## src/rtl/reg_file_pkg.sv

```systemverilog
// rtl/reg_file_pkg.sv - shared constants and types for the scoreboarded register file
package reg_file_pkg;

    localparam int WIDTH_DEF    = 16;
    localparam int NUM_REGS_DEF = 16;
    localparam int ADDR_W_DEF   = $clog2(NUM_REGS_DEF);
    localparam int ZERO_REG     = 0;

    typedef logic [ADDR_W_DEF-1:0] reg_idx_t;

endpackage

```

## src/rtl/reg_cell.sv

```systemverilog
// rtl/reg_cell.sv - single WIDTH-bit storage register with write enable
module reg_cell #(
    parameter int WIDTH = 16
) (
    input  logic             clk,
    input  logic             rst,
    input  logic             we,
    input  logic [WIDTH-1:0] d,
    output logic [WIDTH-1:0] q
);

    always_ff @(posedge clk) begin
        if (rst) begin
            q <= '0;
        end else if (we) begin
            q <= d;
        end
    end

endmodule

```

## src/rtl/reg_file_sb.sv

```systemverilog
// rtl/reg_file_sb.sv - NUM_REGS x WIDTH register file with pending bits; WRITE_BYPASS_EN enables write forwarding
module reg_file_sb
    import reg_file_pkg::*;
#(
    parameter int   WIDTH    = WIDTH_DEF,
    parameter int   NUM_REGS = NUM_REGS_DEF,
    localparam int  ADDR_W   = $clog2(NUM_REGS)
) (
    input  logic              clk,
    input  logic              rst,
    input  logic              WriteReg,
    input  logic [ADDR_W-1:0] DstReg,
    input  logic [WIDTH-1:0]  DstData,
    input  logic              ResvEn,
    input  logic [ADDR_W-1:0] ResvReg,
    input  logic [ADDR_W-1:0] SrcReg1,
    input  logic [ADDR_W-1:0] SrcReg2,
    output logic [WIDTH-1:0]  SrcData1,
    output logic [WIDTH-1:0]  SrcData2,
    output logic              SrcPend1,
    output logic              SrcPend2
);

    localparam logic [ADDR_W-1:0] ZERO_IDX = ADDR_W'(ZERO_REG);

    logic [NUM_REGS-1:0][WIDTH-1:0] regs;
    logic [NUM_REGS-1:0]            pend;
    logic                           wr_ok;
    logic                           resv_ok;

    assign wr_ok   = WriteReg && (DstReg != ZERO_IDX);
    assign resv_ok = ResvEn && (ResvReg != ZERO_IDX);

    assign regs[0] = '0;

    for (genvar i = 1; i < NUM_REGS; i++) begin : g_cell
        reg_cell #(.WIDTH(WIDTH)) u_cell (
            .clk (clk),
            .rst (rst),
            .we  (wr_ok && (DstReg == ADDR_W'(i))),
            .d   (DstData),
            .q   (regs[i])
        );
    end

    // Reserve is applied after the write clear so a same-index reservation leaves the bit set.
    always_ff @(posedge clk) begin
        if (rst) begin
            pend <= '0;
        end else begin
            if (wr_ok) begin
                pend[DstReg] <= 1'b0;
            end
            if (resv_ok) begin
                pend[ResvReg] <= 1'b1;
            end
        end
    end

    always_comb begin
        SrcData1 = regs[SrcReg1];
        SrcData2 = regs[SrcReg2];
        SrcPend1 = pend[SrcReg1];
        SrcPend2 = pend[SrcReg2];
`ifdef WRITE_BYPASS_EN
        if (wr_ok && (DstReg == SrcReg1)) begin
            SrcData1 = DstData;
            SrcPend1 = ResvEn && (ResvReg == DstReg);
        end
        if (wr_ok && (DstReg == SrcReg2)) begin
            SrcData2 = DstData;
            SrcPend2 = ResvEn && (ResvReg == DstReg);
        end
`endif
    end

endmodule
```

## config.mk

```make
export PLATFORM = sky130hd
export DESIGN_NAME = reg_file_sb
export DESIGN_NICKNAME = d
export VERILOG_FILES = /design/src/rtl/reg_file_pkg.sv /design/src/rtl/reg_cell.sv /design/src/rtl/reg_file_sb.sv
export SDC_FILE = /design/constraint.sdc
export NUM_CORES = 1
export LEC_CHECK = 0
export CORE_MARGIN = 1
export CORE_UTILIZATION = 45
export CTS_BUF_LIST = sky130_fd_sc_hd__clkbuf_4 sky130_fd_sc_hd__clkbuf_8
export DETAILED_ROUTE_END_ITERATION = 10
export GPL_ROUTABILITY_DRIVEN = 0
export PLACE_DENSITY = 0.71
export SETUP_SLACK_MARGIN = 0.1
export SLEW_MARGIN = 40
export SYNTH_ARGS = -nofsm -noshare
export SYNTH_HDL_FRONTEND = slang
export SYNTH_HIERARCHICAL = 1
export SYNTH_SLANG_ARGS = --single-unit
```

## constraint.sdc

```tcl
create_clock -name clk -period 4.6 [get_ports clk]
set_input_delay 0.46 -clock clk [delete_from_list [all_inputs] [get_ports clk]]
set_output_delay 0.46 -clock clk [all_outputs]
set_load 0.005 [all_outputs]
```

==> results_dict.tcl <==
set metrics [dict create \
    routed_via_density 6.036 \
    initial_core_util 0.4604 \
    drt_first_iter_violations 948 \
    grt_max_degree 106 \
    critical_path.reg2reg.startpoint "g_cell[13].u_cell/q[13]" \
    slowest_stage "clkdlybuf4s50_1" \
    critPathBufInv 3 \
    synth.net_count 1253 \
    antenna_violations_before_repair 0 \
    grt_pass1_wl_um 59870 \
    layout.cells.most_common_list "mux2i_1, dfxtp_1, nor2_1, mux4_2, clkdlybuf4s50_1" \
    post_dp_cell_area_mm2 0.01431 \
    final.hold.worst_slack_ps 435.7 \
    maxCapViolations 0 \
    drt_first_pass_iters 5 \
    worst_hold_path_type "input port to flip-flop" \
    synth_seq_cells 256 \
    path_class "input port to output pin" \
    post-cts-setup-buffers 0 \
    fin_crit_sh 0.7430 \
    worst_ir_drop_vdd_uv 181.1 \
    seq_area_frac_synth 0.3736 \
    die_area_mm2 0.03119 \
    worstPathMaxFanout 20 \
    cts_hold_buffers 0 \
    post-route-min-period_ps 3418 \
    clk_sinks 256 \
    synth.avg_cell_area_um2 11.27 \
    postSynthCellCount 1217 \
    timing.critical_path.cells "clkdlybuf4s50_1 > inv_1 > o221ai_1 > o21ai_0 > clkdlybuf4s50_1" \
    antenna-diode-count 0 \
    routed_wl_um 38710 \
    final_net_count 1291 \
    grt_pass1_vias 10070 \
    power_mw 4.880 \
    number_of_fill_cells 2627 \
    worstHoldStart "rst" \
    final_common_cell "mux2i_1" \
    data_arrival_time_of_the_critical_path_ps 2960 \
    setup_viol 0 \
    num_io_pins 70 \
    sum_of_net_half_perimeters_after_detailed_placement_um 23660 \
    crit_required_ps 4140 \
    area_delta_synth_final_pct 10.87 \
    slew-limit-headroom 0.4618 \
    std_cell_rows 63 \
    antenna_violating_nets_post_route 0 \
    critPathLaunch "SrcReg2[3]" \
    max_stage_delay_on_crit_path_ps 620 \
    leakage_nw 5.338 \
    finish.instance_area_mm2 0.01521 \
    rsz_0062_raised_after_global_routing "no" \
    drive_above_1_share 0.1939 \
    die_height_um 176.6 \
    cts_max_level 2 \
    clock-skew-final_ps 0 \
    wl_per_cell_um 23.12 \
    numCtsBuffers 43 \
    tns_ps 0 \
    drc_viols 0 \
    critical_path.most_common_cell "clkdlybuf4s50_1" \
    yosysUniqueCellTypes 33 \
    finalMaxSlewViolations 0 \
    root_buffer "clkbuf_8" \
    power_density_mw_per_mm2 320.8 \
    synth-warning-count 6 \
    timing_worst_slew_pin_value_ps 806.4 \
    core_mm2 0.02980 \
    grt_overflow 0 \
    grt.total_usage 0.2501 \
    ctsLongestPathBuffers 3 \
    multi_input_area_mm2 0.007731 \
    cts_resized 0 \
    critPathLaunchType "input port" \
    critPathTopFamily "buffers and inverters" \
    clk_latency_ps 550 \
    utilization 0.5105 \
    crit_path_end_kind "output pin" \
    max_clock_freq_mhz 292.6 \
    die_width_um 176.6 \
    tritoncts "built" \
    finalHoldViolCount 0 \
    cts_clk_pin_slew_worst_paths_ps 60 \
    outcome "finished, final reports clean" \
    vias 10100 \
    place.port_buffers 69 \
    synthesis.area_mm2 0.01372 \
    sequential_cell_area_mm2 0.005125 \
]
==> area by class of cell <==
cell class                 instances  share of cell area
inverter                           2           0.0004936
clock inverter                     5            0.003291
multi-input combinational        850              0.5083
timing repair buffer             102             0.06301
clock buffer                      69             0.05586
tap                              390             0.03208
sequential                       256              0.3370
==> cell families (layout without fill, tap and decap cells) <==
kind of cell           count (synthesis)  in the layout  synth area share
muxes                                411            411            0.4062
and+or+nand+nor                      327            327           0.09531
DFF                                  256            256            0.3736
AOI/OAI and AO/OA                    112            112           0.05874
buffers and inverters                111            178           0.06613
==> metrics by stage <==
stage | worst slack (ps) | cells
after floorplan | 2391 | 1217
after detailed placement | 1065 | 1600
after CTS | 1050 | 1674
after global placement | 1065 | 1600
after global routing | 1183 | 1674
final | 1182 | 1674
==> routing by layer <==
layer  global-route usage  part of all wire  wire [µm]
met5                    0                 0          0
met4               0.1196             0.045       1744
met1               0.3316              0.43      16640
met2               0.3951              0.46      17820
met3              0.04350             0.064       2496
==> power by group <==
part	internal (mW)	leakage, nW	switching (mW)
Clock	1.22	0.484	0.910
Sequential	2.25	2.07	0.0224
Combinational	0.196	2.79	0.285
==> synth_stat cells <==
| library cell | number | share of area |
|---|---|---|
| a221oi_1 | 17 | 0.011 |
| o221ai_1 | 7 | 0.0045 |
| buf_4 | 5 | 0.0027 |
| mux2i_1 | 262 | 0.19 |
| nand3_1 | 14 | 0.0051 |
| or3b_2 | 1 | 0.00064 |
| clkbuf_1 | 15 | 0.0041 |
| dfxtp_1 | 256 | 0.37 |
| inv_1 | 2 | 0.00055 |
| buf_1 | 17 | 0.0047 |
| and2_1 | 1 | 0.00046 |
| a21oi_1 | 32 | 0.012 |
| nor2_1 | 267 | 0.073 |
| a22o_1 | 16 | 0.010 |
| mux4_1 | 30 | 0.057 |
| nor3b_1 | 1 | 0.00055 |
| nand2b_1 | 6 | 0.0027 |
| and3_1 | 1 | 0.00046 |
| o21ai_0 | 14 | 0.0051 |
| o22a_1 | 6 | 0.0038 |
| nor2b_1 | 7 | 0.0032 |
| nand2_1 | 23 | 0.0063 |
| mux4_2 | 73 | 0.12 |
| buf_6 | 25 | 0.021 |
| buf_12 | 15 | 0.022 |
| o211ai_1 | 9 | 0.0049 |
| buf_2 | 32 | 0.012 |
| mux2_2 | 46 | 0.038 |
| nor3_1 | 3 | 0.0011 |
| a221o_1 | 9 | 0.0066 |
| nand3b_1 | 2 | 0.0011 |
| and3b_1 | 1 | 0.00064 |
| a211oi_1 | 2 | 0.0011 |
==> final timing paths <==
kind	to	slack, ps	cells after the start
worst max-delay path	SrcData2[15]	1180	5
worst min-delay path	g_cell[13].u_cell/q[0]	440	2
worst max register to register	g_cell[13].u_cell/q[13]	3910	2
worst min register to register	pend[2]	480	2
==> flip-flops by register name (all words and copies together), names as in the netlist <==
register,cells
pend,16
g_cell.u_cell/q,240
Power figures use the tool's default switching activity.
